**src/rtl/hop_input_sel_pkg.sv**
```systemverilog
// Shared types and constants for the hop-input selection block: hop modes,
// default train offsets and the address bit positions feeding the hop kernel.
package hop_input_sel_pkg;

    typedef enum logic [2:0] {
        ModeIdle  = 3'd0,
        ModePscan = 3'd1,
        ModePage  = 3'd2,
        ModeSrsp  = 3'd3,
        ModeMrsp  = 3'd4,
        ModeConn  = 3'd5
    } hop_mode_e;

    localparam int unsigned KoffADefault = 24;
    localparam int unsigned KoffBDefault = 8;

    localparam int unsigned AMsb = 27;
    localparam int unsigned ALsb = 23;
    localparam int unsigned BMsb = 22;
    localparam int unsigned BLsb = 19;
    localparam int unsigned DMsb = 18;
    localparam int unsigned DLsb = 10;

    // C and E interleave the even and odd low address bits respectively.
    function automatic logic [4:0] addr_c(input logic [27:0] a);
        return {a[8], a[6], a[4], a[2], a[0]};
    endfunction

    function automatic logic [6:0] addr_e(input logic [27:0] a);
        return {a[13], a[11], a[9], a[7], a[5], a[3], a[1]};
    endfunction

endpackage

```
**src/rtl/hop_input_sel_x_calc.sv**
```systemverilog
// Combinational X/Y1 selection for the hop kernel, from the captured mode, the
// relevant clock fields, the frozen clock value, the response count and koffset.
module hop_x_calc
    import hop_input_sel_pkg::*;
(
    input  hop_mode_e   mode,
    input  logic [4:0]  ck_hi,
    input  logic [6:0]  ck_lo,
    input  logic [4:0]  frz,
    input  logic [4:0]  n,
    input  logic [4:0]  koff,
    output logic [4:0]  x,
    output logic        y1
);

    logic [3:0] phase;
    logic [4:0] base;
    logic [4:0] diff;
    logic [3:0] offs;

    // Train phase offset: ({ck[4:2],ck[0]} - base) mod 16.
    assign phase = {ck_lo[4:2], ck_lo[0]};
    assign base  = (mode == ModeMrsp) ? frz : ck_hi;
    assign diff  = {1'b0, phase} - base;
    assign offs  = diff[3:0];
    assign y1    = ck_lo[1];

    always_comb begin
        x = '0;
        unique case (mode)
            ModePscan: x = ck_hi;
            ModePage:  x = ck_hi + koff + {1'b0, offs};
            ModeSrsp:  x = frz + n;
            ModeMrsp:  x = frz + koff + {1'b0, offs} + n;
            ModeConn:  x = ck_lo[6:2];
            default:   x = '0;
        endcase
    end

endmodule

```
**src/rtl/hop_input_sel.sv**
```systemverilog
// Selects the hop mode on each fk_chg_p, builds the hop-kernel input vector,
// handshakes it into the shared kernel and latches the returned RF channel.
module hop_input_sel
    import hop_input_sel_pkg::*;
#(
    parameter int unsigned KOFF_A = KoffADefault,
    parameter int unsigned KOFF_B = KoffBDefault
) (
    input  logic        clk_6M,
    input  logic        rstz,
    input  logic        fk_chg_p,
    input  logic        fk_pstxid,
    input  logic        fk_psrxfhs,
    input  logic        fk_psackfhs,
    input  logic        fk_connsnewslave,
    input  logic        fk_pagetxfhs,
    input  logic        fk_pagerxackfhs,
    input  logic        fk_connsnewmaster,
    input  logic        ps,
    input  logic        page,
    input  logic        conns,
    input  logic [27:0] CLKN,
    input  logic [27:0] CLKE,
    input  logic [27:0] CLK,
    input  logic [5:0]  counter_clkN1,
    input  logic [4:0]  counter_clkE1,
    input  logic        koffset_sel,
    input  logic [27:0] addr_page,
    input  logic [27:0] addr_conn,
    input  logic        hk_ack,
    input  logic [6:0]  hk_chan,
    input  logic        ovr_clr,
    output logic        hk_req,
    output logic [4:0]  hk_x,
    output logic        hk_y1,
    output logic [5:0]  hk_y2,
    output logic [4:0]  hk_a,
    output logic [3:0]  hk_b,
    output logic [4:0]  hk_c,
    output logic [8:0]  hk_d,
    output logic [6:0]  hk_e,
    output logic        hk_conn,
    output logic [6:0]  fk_chan,
    output logic        fk_chan_vld,
    output logic        fk_busy,
    output logic        fk_overrun
);

    typedef enum logic [1:0] {StIdle, StCalc, StReq, StDone} state_e;

    state_e     state_q, state_d;
    hop_mode_e  mode_sel, mode_q, prev_mode_q;
    logic [27:0] ck_n, ck_e, ck_c, ck_sel;
    logic [25:0] ck_q;
    logic [4:0]  frz_n_q, frz_e_q, n_q, koff_q;
    logic [27:0] addr_q;
    logic        start;
    logic        ovr_q, ovr_d;
    logic [4:0]  x_calc;
    logic        y1_calc;
    logic [4:0]  hk_x_q, hk_a_q, hk_c_q;
    logic        hk_y1_q, hk_conn_q;
    logic [3:0]  hk_b_q;
    logic [8:0]  hk_d_q;
    logic [6:0]  hk_e_q, fk_chan_q;
    logic        unused_bits;

    assign ck_n = CLKN + 28'd1;
    assign ck_e = CLKE + 28'd1;
    assign ck_c = CLK + 28'd1;
    assign unused_bits = ^{counter_clkN1[5], ck_sel[27:26]};

    always_comb begin
        mode_sel = ModeIdle;
        if (fk_pstxid || fk_psrxfhs || fk_psackfhs)            mode_sel = ModeSrsp;
        else if (fk_pagetxfhs || fk_pagerxackfhs)              mode_sel = ModeMrsp;
        else if (fk_connsnewslave || fk_connsnewmaster)        mode_sel = ModeConn;
        else if (ps)                                           mode_sel = ModePscan;
        else if (page)                                         mode_sel = ModePage;
        else if (conns)                                        mode_sel = ModeConn;
    end

    always_comb begin
        ck_sel = '0;
        unique case (mode_sel)
            ModeSrsp, ModePscan: ck_sel = ck_n;
            ModeMrsp, ModePage:  ck_sel = ck_e;
            ModeConn:            ck_sel = ck_c;
            default:             ck_sel = '0;
        endcase
    end

    assign start = fk_chg_p && (state_q == StIdle) && (mode_sel != ModeIdle);

    hop_x_calc u_x_calc (
        .mode  (mode_q),
        .ck_hi (ck_q[16:12]),
        .ck_lo (ck_q[6:0]),
        .frz   ((mode_q == ModeSrsp) ? frz_n_q : frz_e_q),
        .n     (n_q),
        .koff  (koff_q),
        .x     (x_calc),
        .y1    (y1_calc)
    );

    always_comb begin
        state_d = state_q;
        unique case (state_q)
            StIdle:  if (start) state_d = StCalc;
            StCalc:  state_d = StReq;
            StReq:   if (hk_ack) state_d = StDone;
            StDone:  state_d = StIdle;
            default: state_d = StIdle;
        endcase
    end

    // A fresh overrun wins over a simultaneous clear.
    always_comb begin
        ovr_d = ovr_q;
        if (ovr_clr) ovr_d = 1'b0;
        if (fk_chg_p && (state_q != StIdle)) ovr_d = 1'b1;
    end

    always_ff @(posedge clk_6M or negedge rstz) begin
        if (!rstz) begin
            state_q     <= StIdle;
            mode_q      <= ModeIdle;
            prev_mode_q <= ModeIdle;
            ck_q        <= '0;
            frz_n_q     <= '0;
            frz_e_q     <= '0;
            n_q         <= '0;
            koff_q      <= '0;
            addr_q      <= '0;
            hk_x_q      <= '0;
            hk_y1_q     <= 1'b0;
            hk_a_q      <= '0;
            hk_b_q      <= '0;
            hk_c_q      <= '0;
            hk_d_q      <= '0;
            hk_e_q      <= '0;
            hk_conn_q   <= 1'b0;
            fk_chan_q   <= '0;
            ovr_q       <= 1'b0;
        end else begin
            state_q <= state_d;
            ovr_q   <= ovr_d;
            if (fk_chg_p && (state_q == StIdle)) begin
                prev_mode_q <= mode_sel;
            end
            if (start) begin
                mode_q <= mode_sel;
                ck_q   <= ck_sel[25:0];
                n_q    <= (mode_sel == ModeSrsp) ? counter_clkN1[4:0] : counter_clkE1;
                koff_q <= koffset_sel ? 5'(KOFF_B) : 5'(KOFF_A);
                addr_q <= (mode_sel == ModeConn) ? addr_conn : addr_page;
                if (mode_sel == ModeSrsp && prev_mode_q != ModeSrsp) frz_n_q <= ck_n[16:12];
                if (mode_sel == ModeMrsp && prev_mode_q != ModeMrsp) frz_e_q <= ck_e[16:12];
            end
            if (state_q == StCalc) begin
                hk_x_q    <= x_calc;
                hk_y1_q   <= y1_calc;
                hk_b_q    <= addr_q[BMsb:BLsb];
                hk_e_q    <= addr_e(addr_q);
                hk_conn_q <= (mode_q == ModeConn);
                if (mode_q == ModeConn) begin
                    hk_a_q <= addr_q[AMsb:ALsb] ^ ck_q[25:21];
                    hk_c_q <= addr_c(addr_q) ^ ck_q[20:16];
                    hk_d_q <= addr_q[DMsb:DLsb] ^ ck_q[15:7];
                end else begin
                    hk_a_q <= addr_q[AMsb:ALsb];
                    hk_c_q <= addr_c(addr_q);
                    hk_d_q <= addr_q[DMsb:DLsb];
                end
            end
            if (state_q == StReq && hk_ack) begin
                fk_chan_q <= hk_chan;
            end
        end
    end

    assign hk_req      = (state_q == StReq);
    assign fk_busy     = (state_q != StIdle);
    assign fk_chan_vld = (state_q == StDone);
    assign fk_overrun  = ovr_q;
    assign fk_chan     = fk_chan_q;
    assign hk_x        = hk_x_q;
    assign hk_y1       = hk_y1_q;
    assign hk_y2       = {hk_y1_q, 5'b0};
    assign hk_a        = hk_a_q;
    assign hk_b        = hk_b_q;
    assign hk_c        = hk_c_q;
    assign hk_d        = hk_d_q;
    assign hk_e        = hk_e_q;
    assign hk_conn     = hk_conn_q;

endmodule

```
**config.mk**
```make
export PLATFORM = sky130hd
export DESIGN_NAME = hop_input_sel
export DESIGN_NICKNAME = d
export VERILOG_FILES = /design/src/rtl/hop_input_sel_pkg.sv /design/src/rtl/hop_input_sel_x_calc.sv /design/src/rtl/hop_input_sel.sv
export SDC_FILE = /design/constraint.sdc
export NUM_CORES = 1
export LEC_CHECK = 0
export BUFFER_PORTS_ARGS = -buffer_cell sky130_fd_sc_hd__buf_4
export CAP_MARGIN = 20
export CORE_MARGIN = 2
export CORE_UTILIZATION = 40
export DETAILED_ROUTE_END_ITERATION = 12
export GPL_ROUTABILITY_DRIVEN = 1
export HOLD_SLACK_MARGIN = 0.1
export PLACE_DENSITY = 0.67
export SLEW_MARGIN = 20
export SYNTH_ARGS = -nofsm -noshare
export SYNTH_HDL_FRONTEND = slang
export SYNTH_SLANG_ARGS = --single-unit
export TNS_END_PERCENT = 5
```
**constraint.sdc**
```tcl
create_clock -name clk_6M -period 4.3 [get_ports clk_6M]
set_input_delay 0.215 -clock clk_6M [delete_from_list [all_inputs] [get_ports clk_6M]]
set_output_delay 0.215 -clock clk_6M [all_outputs]
set_load 0.01 [all_outputs]
```
==> impl_metrics.tcl, run 1 <==
set metrics [dict create \
    synth_area_leaders "dfrtp_1 39%, nand2_1 6.5%, xnor2_1 6.2%" \
    grt_start_max_net_pins 87 \
    outcome "completed" \
    start_util 0.408 \
    fin_crit_sh 0.987 \
    p_leak_nw 4.96 \
    timing.rr.start "mode_q[1]$_DFFE_PN0P_" \
    power.density_nw_per_um2 689 \
    dp_hpwl_mm 17.9 \
    path_class "flop to flop" \
    max-cap-violations 0 \
    drive_above_1_share 0.276 \
    syn_avg_cell_area_um2 8.91 \
    endpoint "hk_x[4]$_DFFE_PN0N_" \
    grt_antenna_before_repair 0 \
    synth_top_area_share 0.391 \
    synth-edff-count 0 \
    ys_ff_latch 124 \
    grt_pass1_vias 7349 \
    placed_area_um2 9870 \
    r2r-end "hk_x[4]$_DFFE_PN0N_" \
    clkLatencyLatePin_ps 420 \
    vias 7538 \
    ys_types 54 \
    setup_tns_ps 0 \
    design_area_um2 11300 \
    cts_buffers 17 \
    finalSetupViolations 0 \
    gp_congestion 0.892 \
    fin_skew_ps 7.99 \
    firstDrtPassIters 6 \
    synth_common_cells "137 x nand2_1, 124 x dfrtp_1, 93 x nor2_1" \
    r2r_cells 20 \
    cts_sinks 124 \
    syn_to_final_growth_pct 42.0 \
    dieHeight_um 145 \
    io_buffer_count 215 \
    cts_buffer_depth 2 \
    ys.flop_type "dfrtp_1" \
    finalMaxSlewViolations 0 \
    syn-cell-area_um2 7940 \
    hold_class "input pin to flop" \
    synth.most_common_cell "nand2_1" \
    min_period_ps 4250 \
    synth_top_cell_by_area "dfrtp_1" \
    die_w_um 145 \
    core_um2 19500 \
    grt_pass1_wl_mm 37.8 \
    rsz0062_at_grt "yes" \
    crit_path_start_kind "flop" \
    p_total_w 0.00777 \
    worst_pin_slew_ps 1060 \
    slew_headroom 0.292 \
    pin_count 228 \
    detail_route.wl_per_cell_um 16.8 \
    worstSetupStartpoint "mode_q[1]$_DFFE_PN0P_" \
    nets 1384 \
    track_usage 0.232 \
    cts-htree-levels 4 \
    r2r_slack_ps 50 \
    async_reset_ff_frac 1.00 \
    fmax_mhz 236 \
    dr.first_iter.drc_count 471 \
    antenna_left 0 \
    cts_root_buf "clkbuf_16" \
    vias_per_cell 5.18 \
    yosys_warnings 0 \
    required_ps 4560 \
    synth_seq_area_share 0.391 \
    crit_path_max_fanout 3 \
    finalHoldViolations 0 \
    rows 51 \
    diodes 0 \
    endpoint_kind "flop" \
    drc 0 \
    wirelength_mm 24.4 \
    clkTransAtPathRegs_ps 60 \
    grt-ovfl-total 0 \
    holdWs_ps 192 \
    crit_arrival_ps 4510 \
    cts_tree "done" \
    synthCells 891 \
    dieArea_um2 21000 \
    ir_worst_vdd_uv 391 \
]
-- cells by family (layout without fill, tap and decap cells) --
kind of cell	count (synthesis)	in the layout	synth area share
AO/OA/AOI/OAI	172	172	0.141
XOR/XNOR	106	106	0.117
adder cells (fa/ha/maj)	33	33	0.0615
buffers and inverters	91	386	0.0473
flip-flops	124	124	0.391
multiplexers	40	40	0.0558
other	1	5	0.000472
AND/OR/NAND/NOR	324	324	0.186
-- flip-flops by register name (all words and copies together), names as in the netlist, 3 cells and up --
register / flops
n_q: 5
hk_d: 9
frz_e_q: 5
frz_n_q: 5
prev_mode_q: 3
hk_b: 4
hk_x: 5
mode_q: 3
hk_c: 5
addr_q: 28
fk_chan: 7
ck_q: 26
hk_a: 5
hk_e: 7
-- how the worst min path moves through the flow --
stage | end | cells after the start | from | slack [ps]
finish | frz_e_q[0]$_DFFE_PN0P_ | 3 | CLKE[12] | 190
floorplan | addr_q[0]$_DFFE_PN0P_ | 0 | rstz | -80
detailed placement | addr_q[22]$_DFFE_PN0P_ | 1 | rstz | 280
global placement | addr_q[22]$_DFFE_PN0P_ | 1 | rstz | 280
CTS | frz_e_q[0]$_DFFE_PN0P_ | 3 | CLKE[12] | 170
global route | frz_e_q[0]$_DFFE_PN0P_ | 3 | CLKE[12] | 200
-- critical path, stage by stage, from the launching register on --
cell and delay, ps:
dfrtp_1 370, nand2b_4 150, nor2_4 130, mux2_4 340
inv_2 70, ha_4 190, a21o_1 160, a21oi_2 120
xnor2_1 140, xnor2_1 120, fa_1 490, inv_1 50
fa_1 490, inv_1 50, fa_2 360, xnor2_2 170
xnor2_1 150, xnor2_1 130, a2bb2oi_1 160, o221a_2 210
o22ai_2 50
-- per-stage QoR --
step                cells  utilization  setup slack (ps)
global placement     1344        0.507             0.140
CTS                  1453        0.577              10.4
detailed placement   1344        0.507             -83.3
floorplan             895            -             -38.4
finish               1455        0.579              54.6
global route         1455        0.579              -171
-- layout make-up --
| class | count | area (µm²) |
|---|---|---|
| inverters | 44 | 165 |
| multi-input cells | 680 | 4570 |
| flip-flops and latches | 124 | 3100 |
| fillers | 1711 | 8190 |
| repair buffers | 310 | 2520 |
| clock buffers | 18 | 439 |
| clock inverters | 14 | 138 |
| well taps | 265 | 332 |
-- routing by layer --
| metal | global-route usage | share of wire |
|---|---|---|
| met1 | 0.330 | 0.47 |
| met4 | 0.0695 | 0.018 |
| met5 | 0 | 0 |
| met3 | 0.0342 | 0.056 |
| met2 | 0.368 | 0.46 |
-- cells in the final DEF, fill, tap and decap left out, types with 3 or more instances in the layout --
master,n
o22ai_1,17
conb_1,5
inv_1,43
dfrtp_1,124
nor2_1,92
ha_1,20
fa_1,8
clkinv_4,6
nand4_1,17
nand3_1,32
mux2i_1,6
clkbuf_16,17
o22a_1,10
nand2_1,137
nor4_1,7
a21oi_1,36
nor3_1,10
mux2_2,33
buf_4,232
inv_6,4
nor3_2,3
and3_1,4
nor2b_1,4
a31oi_1,35
xor2_1,50
dlygate4sd3_1,77
o21ai_0,30
xnor2_1,54
a22oi_1,4
a222oi_1,12
a21o_1,8
and4_1,4
-- power breakdown --
group,internal [W],switching (W)
sequential,0.00173,0.000407
combinational,0.00224,0.00203
clock,0.000820,0.000552
-- repair_timing --
action                                 4_1_cts  5_1_grt
setup endpoints to repair                    1        2
setup buffers                                0        1
endpoints found under the hold margin       91        0
gates resized for setup                      2        4
hold buffers                                77        0
pin swaps                                    1        1
(Power assumes the default switching activity.)
==> run 2: changes to the inputs <==
--- a/config.mk
+++ b/config.mk
@@ -13,6 +13,7 @@
 export GPL_ROUTABILITY_DRIVEN = 1
 export HOLD_SLACK_MARGIN = 0.1
 export PLACE_DENSITY = 0.67
+export SETUP_SLACK_MARGIN = 0.4
 export SLEW_MARGIN = 20
 export SYNTH_ARGS = -nofsm -noshare
 export SYNTH_HDL_FRONTEND = slang
==> impl_metrics.tcl, run 2 (synthesis gave the netlist of run 1 again) <==
set metrics [dict create \
    dieArea_um2 21000 \
    fin_util 0.579 \
    holdCritStartpoint "CLKE[12]" \
    fmax_mhz 235 \
    firstDrtPassIters 5 \
    hold_depth 3 \
    worstHoldEndpoint "frz_e_q[0]$_DFFE_PN0P_" \
    crit_path_start_kind "flop" \
    cts_tree "done" \
    rows 51 \
    crit_arrival_ps 4520 \
    p_leak_nw 4.96 \
    hold_class "input pin to flop" \
    r2r_slack_ps 40 \
    timing.rr.start "mode_q[1]$_DFFE_PN0P_" \
    required_ps 4560 \
    r2r-end "hk_x[4]$_DFFE_PN0N_" \
    setup_tns_ps 0 \
    gp_congestion 0.892 \
    setup_slack_ps 37.5 \
    fin_skew_ps 8.40 \
    max-cap-violations 0 \
    pin_count 228 \
    crit_path_max_fanout 3 \
    wirelength_mm 24.4 \
    diodes 0 \
    syn_to_final_growth_pct 42.0 \
    ir_worst_vdd_uv 391 \
    cts-htree-levels 4 \
    cts_sinks 124 \
    power.density_nw_per_um2 689 \
    min_period_ps 4260 \
    track_usage 0.232 \
    cts_buffer_depth 2 \
    dp_hpwl_mm 17.9 \
    vias 7581 \
    nets 1384 \
    placed_area_um2 9870 \
    slew_headroom 0.307 \
    placed_cells_incl_taps 1344 \
    antenna_left 0 \
    worstSetupStartpoint "mode_q[1]$_DFFE_PN0P_" \
    detail_route.wl_per_cell_um 16.8 \
    finalHoldViolations 0 \
    pre_cts_ws_ps -83.3 \
    endpoint_kind "flop" \
    worst_pin_slew_ps 1040 \
    dieHeight_um 145 \
    regMostFlops "addr_q" \
    layout.cells.non_filler 1455 \
    io_buffer_count 215 \
    grt_pass1_vias 7348 \
    die_w_um 145 \
    drive_above_1_share 0.275 \
    dr.first_iter.drc_count 447 \
    finalSetupViolations 0 \
    core_um2 19500 \
    vias_per_cell 5.21 \
    grt_start_max_net_pins 87 \
    grt-ovfl-total 0 \
    outcome "completed" \
    layout_commonest_cell "buf_4" \
    rsz0062_at_grt "yes" \
    fin_crit_sh 0.991 \
    clkLatencyLatePin_ps 420 \
    mostFrequentLayoutCells "232 x buf_4, 137 x nand2_1, 124 x dfrtp_1, 92 x nor2_1, 77 x dlygate4sd3_1" \
    finalMaxSlewViolations 0 \
    start_util 0.408 \
    grt_antenna_before_repair 0 \
    design_area_um2 11300 \
    grt_pass1_wl_mm 37.8 \
    cts_root_buf "clkbuf_16" \
    path_class "flop to flop" \
    clkTransAtPathRegs_ps 60 \
    cts_buffers 17 \
    drc 0 \
    largest_reg_flops 28 \
    r2r_cells 19 \
]
[run 2: cell types whose count changed in the layout (fill, tap and decap cells not counted)]
| cell | change |
|---|---|
| ha_1 | +1 |
| ha_2 | -1 |
[run 2: what timing repair did]
item / 4_1_cts / 5_1_grt
endpoints found under the setup margin: 2 / 2
hold endpoints to repair: 91 / 0
pin swaps: 2 / 1
buffers inserted: 1 / 0
resized for setup: 2 / 3
hold buffers: 77 / 0
gates cloned: 0 / 0
[run 2: routing by layer]
metal | wire, µm | part of all wire | track usage | vias to the layer above
met1 | 11400 | 0.46 | 0.330 | 3569
met3 | 1460 | 0.060 | 0.0342 | 35
met4 | 463 | 0.019 | 0.0695 | 0
met2 | 11100 | 0.46 | 0.368 | 304
li1 | - | - | - | 3673
met5 | 0 | 0 | 0 | -
[run 2: final cells by class]
| class | count | area [µm²] |
|---|---|---|
| Inverter | 44 | 165 |
| Fill cell | 1710 | 8190 |
| Tap cell | 265 | 332 |
| Sequential cell | 124 | 3100 |
| Timing Repair Buffer | 310 | 2520 |
| Clock inverter | 14 | 138 |
| Multi-Input combinational cell | 680 | 4570 |
| Clock buffer | 18 | 439 |
[run 2: through the flow]
stage / hold slack (ps) / power [W]
floorplan: -80.6 / 0.00473
global placement: 279 / 0.00591
detailed placement: 283 / 0.00603
CTS: 165 / 0.00777
global route: 200 / 0.00840
finish: 190 / 0.00776
[run 2: worst max path at each step]
stage | end | depth (start not counted)
finish | hk_x[4]$_DFFE_PN0N_ | 19
global route | hk_x[4]$_DFFE_PN0N_ | 20
global placement | hk_x[4]$_DFFE_PN0N_ | 19
CTS | hk_x[4]$_DFFE_PN0N_ | 20
detailed placement | hk_x[4]$_DFFE_PN0N_ | 19
floorplan | hk_x[4]$_DFFE_PN0N_ | 21
[run 2: worst max-delay path, cell delays in order (launching register included)]
cell and delay (ps):
dfrtp_1 370, nand2b_4 150, nor2_4 130, mux2_2 350
ha_1 210, fa_2 370, xnor2_2 160, inv_1 80
fa_1 500, inv_1 40, ha_1 270, ha_1 150
inv_1 70, fa_2 410, xnor2_2 170, xnor2_1 150
xnor2_1 130, a2bb2oi_1 160, o221a_2 210, o22ai_2 50
[run 2: power by group]
group,internal [W],switching (W)
Sequential,0.00173,0.000405
Combinational,0.00223,0.00203
Clock,0.000820,0.000554
Total,0.00478,0.00298
